<file path="src/rtl/pll_reset_sequencer_if.sv">
// Status/control bundle between the PLL reset sequencer and its surroundings.
// The sequencer sits on the slave side: it consumes the PLL lock indication and
// the restart request, and presents the PLL reset, downstream reset and status.
interface pll_reset_sequencer_if;
    logic       pll_locked;
    logic       restart;
    logic       pll_rst;
    logic       sys_rst_n;
    logic       pll_error;
    logic [2:0] state;
    logic [7:0] lock_loss_cnt;

    modport master (
        output pll_locked,
        output restart,
        input  pll_rst,
        input  sys_rst_n,
        input  pll_error,
        input  state,
        input  lock_loss_cnt
    );

    modport slave (
        input  pll_locked,
        input  restart,
        output pll_rst,
        output sys_rst_n,
        output pll_error,
        output state,
        output lock_loss_cnt
    );
endinterface

</file>
<file path="src/rtl/pll_reset_sequencer.sv">
// Pixel-clock PLL reset sequencer.
// Holds the PLL in reset for a fixed time, waits (with timeout) for lock,
// qualifies lock over a stability window and only then releases the downstream
// video reset. Lock loss while running re-sequences automatically; repeated
// lock timeouts park the block in FAILED until an explicit restart pulse.
// All outputs are registered and decoded from the next state so they move on
// the same edge as the state code.
module pll_reset_sequencer #(
    parameter int RST_CYCLES    = 32,
    parameter int LOCK_TIMEOUT  = 65536,
    parameter int STABLE_CYCLES = 1024,
    parameter int MAX_RETRIES   = 3,
    parameter int CNT_W         = 17
) (
    input  logic                    clk,
    input  logic                    nrst,
    pll_reset_sequencer_if.slave    bus
);

    // Retry counter only ever needs to reach MAX_RETRIES.
    localparam int RETRY_W = $clog2(MAX_RETRIES + 1);

    localparam logic [CNT_W-1:0]   RST_LAST    = CNT_W'(RST_CYCLES - 1);
    localparam logic [CNT_W-1:0]   LOCK_LAST   = CNT_W'(LOCK_TIMEOUT - 1);
    localparam logic [CNT_W-1:0]   STABLE_LAST = CNT_W'(STABLE_CYCLES - 1);
    localparam logic [RETRY_W-1:0] RETRY_LIMIT = RETRY_W'(MAX_RETRIES);

    typedef enum logic [2:0] {
        ST_RESET_PLL = 3'd0,
        ST_WAIT_LOCK = 3'd1,
        ST_STABILIZE = 3'd2,
        ST_RUN       = 3'd3,
        ST_FAILED    = 3'd4
    } state_t;

    // Lock synchronizer stages
    logic lock_meta;
    logic lock_s;

    // Sequencer state
    state_t             state_q;
    state_t             state_nxt;
    logic [CNT_W-1:0]   cnt_q;
    logic [CNT_W-1:0]   cnt_nxt;
    logic [RETRY_W-1:0] retry_q;
    logic [RETRY_W-1:0] retry_nxt;
    logic [RETRY_W-1:0] retry_inc;
    logic [7:0]         loss_q;
    logic [7:0]         loss_nxt;

    // Registered outputs
    logic pll_rst_q;
    logic sys_rst_n_q;
    logic pll_error_q;

    // Lock-loss counter saturates instead of wrapping so a long-running
    // system never reports a misleadingly small number.
    function automatic logic [7:0] sat_inc8(input logic [7:0] v);
        return (v == 8'hFF) ? v : v + 8'd1;
    endfunction

    // PLL is held in reset while sequencing a fresh attempt and while parked.
    function automatic logic pll_rst_of(input state_t s);
        return (s == ST_RESET_PLL) || (s == ST_FAILED);
    endfunction

    // Downstream logic only leaves reset once lock has been qualified.
    function automatic logic sys_rst_n_of(input state_t s);
        return (s == ST_RUN);
    endfunction

    function automatic logic pll_error_of(input state_t s);
        return (s == ST_FAILED);
    endfunction

    assign retry_inc = retry_q + RETRY_W'(1);

    // Two-flop synchronizer for the asynchronous PLL lock indication.
    always_ff @(posedge clk or negedge nrst) begin
        if (!nrst) begin
            lock_meta <= 1'b0;
            lock_s    <= 1'b0;
        end else begin
            lock_meta <= bus.pll_locked;
            lock_s    <= lock_meta;
        end
    end

    // Next-state, retry, lock-loss and counter decisions.
    always_comb begin
        state_nxt = state_q;
        retry_nxt = retry_q;
        loss_nxt  = loss_q;

        if (bus.restart) begin
            // Restart overrides everything, including an in-progress reset.
            state_nxt = ST_RESET_PLL;
            retry_nxt = '0;
        end else begin
            case (state_q)
                ST_RESET_PLL: begin
                    if (cnt_q == RST_LAST) begin
                        state_nxt = ST_WAIT_LOCK;
                    end
                end
                ST_WAIT_LOCK: begin
                    // Lock takes precedence over a coincident timeout.
                    if (lock_s) begin
                        state_nxt = ST_STABILIZE;
                    end else if (cnt_q == LOCK_LAST) begin
                        retry_nxt = retry_inc;
                        state_nxt = (retry_inc == RETRY_LIMIT) ? ST_FAILED
                                                               : ST_RESET_PLL;
                    end
                end
                ST_STABILIZE: begin
                    // A glitch sends us back to waiting without using a retry.
                    if (!lock_s) begin
                        state_nxt = ST_WAIT_LOCK;
                    end else if (cnt_q == STABLE_LAST) begin
                        state_nxt = ST_RUN;
                        retry_nxt = '0;
                    end
                end
                ST_RUN: begin
                    if (!lock_s) begin
                        state_nxt = ST_RESET_PLL;
                        loss_nxt  = sat_inc8(loss_q);
                    end
                end
                ST_FAILED: begin
                    state_nxt = ST_FAILED;
                end
                default: begin
                    state_nxt = ST_RESET_PLL;
                end
            endcase
        end

        // Counter measures time spent in the current state; restart also
        // clears it so a restart inside RESET_PLL begins a full reset period.
        if (bus.restart || (state_nxt != state_q)) begin
            cnt_nxt = '0;
        end else begin
            cnt_nxt = cnt_q + CNT_W'(1);
        end
    end

    // Sequencer registers with outputs decoded from the next state.
    always_ff @(posedge clk or negedge nrst) begin
        if (!nrst) begin
            state_q     <= ST_RESET_PLL;
            cnt_q       <= '0;
            retry_q     <= '0;
            loss_q      <= 8'd0;
            pll_rst_q   <= 1'b1;
            sys_rst_n_q <= 1'b0;
            pll_error_q <= 1'b0;
        end else begin
            state_q     <= state_nxt;
            cnt_q       <= cnt_nxt;
            retry_q     <= retry_nxt;
            loss_q      <= loss_nxt;
            pll_rst_q   <= pll_rst_of(state_nxt);
            sys_rst_n_q <= sys_rst_n_of(state_nxt);
            pll_error_q <= pll_error_of(state_nxt);
        end
    end

    assign bus.pll_rst       = pll_rst_q;
    assign bus.sys_rst_n     = sys_rst_n_q;
    assign bus.pll_error     = pll_error_q;
    assign bus.state         = state_q;
    assign bus.lock_loss_cnt = loss_q;

endmodule
</file>
<file path="src/flat_wrapper.sv">
// flat-port wrapper written by rule: the top's interface ports become plain ports
module pll_reset_sequencer_flat 
#(
    parameter int RST_CYCLES    = 32,
    parameter int LOCK_TIMEOUT  = 65536,
    parameter int STABLE_CYCLES = 1024,
    parameter int MAX_RETRIES   = 3,
    parameter int CNT_W         = 17
)
  (clk, nrst, bus_pll_locked, bus_restart, bus_pll_rst, bus_sys_rst_n, bus_pll_error, bus_state, bus_lock_loss_cnt);
  pll_reset_sequencer_if bus_i ();
  input  logic clk;
  input  logic nrst;
  input wire logic [$bits(bus_i.pll_locked)-1:0] bus_pll_locked;
  input wire logic [$bits(bus_i.restart)-1:0] bus_restart;
  output wire logic [$bits(bus_i.pll_rst)-1:0] bus_pll_rst;
  output wire logic [$bits(bus_i.sys_rst_n)-1:0] bus_sys_rst_n;
  output wire logic [$bits(bus_i.pll_error)-1:0] bus_pll_error;
  output wire logic [$bits(bus_i.state)-1:0] bus_state;
  output wire logic [$bits(bus_i.lock_loss_cnt)-1:0] bus_lock_loss_cnt;
  assign bus_i.pll_locked = bus_pll_locked;
  assign bus_i.restart = bus_restart;
  assign bus_pll_rst = bus_i.pll_rst;
  assign bus_sys_rst_n = bus_i.sys_rst_n;
  assign bus_pll_error = bus_i.pll_error;
  assign bus_state = bus_i.state;
  assign bus_lock_loss_cnt = bus_i.lock_loss_cnt;
  pll_reset_sequencer #(.RST_CYCLES(RST_CYCLES), .LOCK_TIMEOUT(LOCK_TIMEOUT), .STABLE_CYCLES(STABLE_CYCLES), .MAX_RETRIES(MAX_RETRIES), .CNT_W(CNT_W)) u_core (.clk(clk), .nrst(nrst), .bus(bus_i));
endmodule
</file>
<file path="config.mk">
export PLATFORM = sky130hd
export DESIGN_NAME = pll_reset_sequencer_flat
export DESIGN_NICKNAME = d
export VERILOG_FILES = /design/src/rtl/pll_reset_sequencer_if.sv /design/src/rtl/pll_reset_sequencer.sv /design/src/flat_wrapper.sv
export SDC_FILE = /design/constraint.sdc
export NUM_CORES = 1
export LEC_CHECK = 0
export ABC_AREA = 1
export CORE_ASPECT_RATIO = 0.75
export CORE_MARGIN = 2
export CORE_UTILIZATION = 63
export CTS_BUF_LIST = sky130_fd_sc_hd__clkbuf_8
export DETAILED_ROUTE_END_ITERATION = 7
export GPL_TIMING_DRIVEN = 1
export PLACE_DENSITY = 0.91
export SYNTH_ARGS = -nofsm -noshare
export SYNTH_HDL_FRONTEND = slang
export SYNTH_SLANG_ARGS = --single-unit
export TNS_END_PERCENT = 5
</file>
<file path="constraint.sdc">
create_clock -name clk -period 5.5 [get_ports clk]
set_input_delay 1.1 -clock clk [delete_from_list [all_inputs] [get_ports clk]]
set_output_delay 1.1 -clock clk [all_outputs]
set_load 0.03 [all_outputs]
</file>
==> flow_metrics.env <==
export IMPL_cp_slowest_stage_delay_ns=0.38
export IMPL_setup_viol_count_final=0
export IMPL_path_class="register to register"
export IMPL_die_w_um=67.4
export IMPL_clk_insertion_delay_late_ns=0.29
export IMPL_die_area_um2=3480
export IMPL_antenna_found_initial=0
export IMPL_grt_pass1_vias=1365
export IMPL_grt_use_total=0.248
export IMPL_final_cell_mix="nand2_1, dfrtp_1, inv_1, nor2_1, clkdlybuf4s50_1"
export IMPL_finish_utilization=0.744
export IMPL_wl_mm=3.65
export IMPL_cp_arrival_ns=3.16
export IMPL_grt_pass1_wl_mm=6.11
export IMPL_cts_root_buf="clkbuf_8"
export IMPL_ys_warn_count=0
export IMPL_final_nets=242
export IMPL_vias=1428
export IMPL_critical_path_max_fanout=17
export IMPL_hold_path_class="register to register"
export IMPL_syn_area_um2=1900
export IMPL_required_ns=5.71
export IMPL_portBuffers=17
export IMPL_clk_path_buf_depth=2
export IMPL_use_met3=0.0736
export IMPL_synth_async_reset_ratio=1.00
export IMPL_hold_ws_ns=0.349
export IMPL_globalplace_congestion=0.884
export IMPL_drive_above_1_share=0.124
export IMPL_drc=0
export IMPL_hold_violations=0
export IMPL_slew_violations=0
export IMPL_use_met1=0.333
export IMPL_cp_slowest_cell="dfrtp_1"
export IMPL_reg2reg_depth=14
export IMPL_fin_worst_skew_ns=0.00426
export IMPL_synth_seq_area_share=0.461
export IMPL_end_kind="register"
export IMPL_core_area_um2=2910
export IMPL_final_common_cell="nand2_1"
export IMPL_final_fill_count=212
export IMPL_reg2reg_from="u_core.cnt_q[0]$_DFF_PN0_"
export IMPL_status="finished clean"
export IMPL_worst_pin_slew_ns=0.423
export IMPL_cp_start_kind="register"
export IMPL_globalRouteOverflowTotal=0
export IMPL_cp_common_cell="nand2_1"
export IMPL_power_density_nw_per_um2=216
export IMPL_synth_edf_count=0
export IMPL_numCtsBuffers=5
export IMPL_rrSetupSlack_ns=2.55
export IMPL_yosys_area_top_type="dfrtp_1"
export IMPL_min_from="u_core.lock_meta$_DFF_PN0_"
export IMPL_hpwlAfterDp_mm=2.64
export IMPL_yosys_top_cells_area="dfrtp_1, nand2_1, xor2_1"
export IMPL_r2r_end="u_core.cnt_q[3]$_DFF_PN0_"
export IMPL_first_iter_violations=159
export IMPL_synth_top_area_frac=0.448
export IMPL_clkSinkCount=35
export IMPL_busiest_layer="met2"
export IMPL_drtPass1Iterations=8
export IMPL_min_period_over_period=0.537
export IMPL_post_cts_setup_buffer_count=0
export IMPL_rsz0062_at_grt="false"
export IMPL_ctsResizeCount=0
export IMPL_fin_tns_setup_ns=0
export IMPL_synthCells=210
export IMPL_grt_max_degree=36
export IMPL_max_vdd_ir_drop_mv=0.147
export IMPL_ys_ff_latch=35
export IMPL_syn_num_nets=219
export IMPL_min_delay_path_depth=0
export IMPL_num_io_pins=18
export IMPL_clk_pin_slew_ns=0.06
export IMPL_start_util=0.652
export IMPL_use_met2=0.365
export IMPL_fmax_mhz=339
export IMPL_ant_nets=0
export IMPL_min_to="u_core.lock_s$_DFF_PN0_"
export IMPL_ys_flop_type="dfrtp_1"
export IMPL_slew_headroom=0.718
export IMPL_postCtsHoldBufs=0
export IMPL_htreeDepth=2
export IMPL_avgRoutedWirePerCell_um=13.4
export IMPL_tritoncts="yes"
export IMPL_layout_min_cycle_time_ns=2.95
export IMPL_area_delta_synth_final_pct=14.0
export IMPL_vias_per_cell=5.25
export IMPL_n_antenna_cell=0
export IMPL_drv_cap=0
export IMPL_crit_chain="ha_1 -> nand3_2 -> nor3_4 -> nand3b_1 -> nor2_1 -> nand2_1 -> nor3_1 -> ha_1 -> nand4_1 -> nand2_1 -> nand2_1 -> a21oi_4 -> nand3_4 -> nor2_1"
export IMPL_syn_area_per_cell_um2=9.05
export IMPL_synth_cell_types=25
export IMPL_num_rows=17
export IMPL_die_h_um=51.6
export IMPL_power_leakage_nw=1.01
[logic make-up after synthesis]
group | Yosys count | synth area share
adder cells (fa/ha/maj) | 5 | 0.0329
buffers and inverters | 31 | 0.0783
XOR/XNOR | 18 | 0.0830
AO/OA/AOI/OAI | 9 | 0.0329
AND/OR/NAND/NOR | 112 | 0.311
flip-flops | 35 | 0.461
[final cells by class]
| type | instances | area, um^2 | area share |
|---|---|---|---|
| Clock buffer | 5 | 68.8 | 0.0318 |
| Tap cell | 38 | 47.5 | 0.0219 |
| Sequential cell | 35 | 877 | 0.405 |
| Clock inverter | 3 | 12.5 | 0.00577 |
| Timing Repair Buffer | 18 | 178 | 0.0820 |
| Inverter | 29 | 109 | 0.0502 |
| Multi-Input combinational cell | 144 | 875 | 0.404 |
[synthesized netlist by cell type, drive strengths merged (2+ instances only)]
cell type,number
buf,2
dfrtp,34
ha,5
inv,29
nand2,39
nand3,16
nand4,4
nor2,39
nor3,11
nor4,2
o21ai,6
xnor2,3
xor2,15
[critical path: cells and delay by family, from the launching register on]
family,cells,cell delay [ns]
flops,1,0.38
compound gates,1,0.16
simple gates,11,1.86
fa+ha+maj,2,0.46
[where the power goes]
group          internal, mW  switching [mW]
logic               0.00931          0.0173
clock network        0.0849          0.0879
registers             0.263         0.00580
[per-layer routing]
metal,vias up,share of wire
met5,-,0
met4,0,0.023
met3,7,0.050
met2,50,0.47
met1,670,0.46
li1,701,-
[metrics by stage]
stage,area [um^2],instances,setup slack [ns],power [mW]
floorplan,1900,210,3.02,0.292
global placement,2090,264,2.61,0.299
detailed placement,2090,264,2.54,0.300
CTS,2170,272,2.57,0.475
global route,2170,272,2.31,0.494
finish,2170,272,2.55,0.468
[worst max path at each step]
stage | startpoint | end
floorplan | u_core.cnt_q[0]$_DFF_PN0_ | u_core.cnt_q[12]$_DFF_PN0_
global placement | bus_restart | u_core.cnt_q[0]$_DFF_PN0_
detailed placement | bus_restart | u_core.cnt_q[3]$_DFF_PN0_
CTS | u_core.cnt_q[0]$_DFF_PN0_ | u_core.cnt_q[3]$_DFF_PN0_
global route | u_core.cnt_q[0]$_DFF_PN0_ | u_core.cnt_q[3]$_DFF_PN0_
finish | u_core.cnt_q[0]$_DFF_PN0_ | u_core.cnt_q[3]$_DFF_PN0_
[flip-flops by register name, indices dropped and copies added (netlist names)]
name	cells
u_core.bus.sys_rst_n	1
u_core.lock_meta	1
u_core.bus.pll_rst	1
u_core.retry_q	2
u_core.lock_s	1
u_core.cnt_q	17
u_core.bus.pll_error	1
u_core.bus.state	3
u_core.bus.lock_loss_cnt	8
Power figures use the tool's default switching activity.
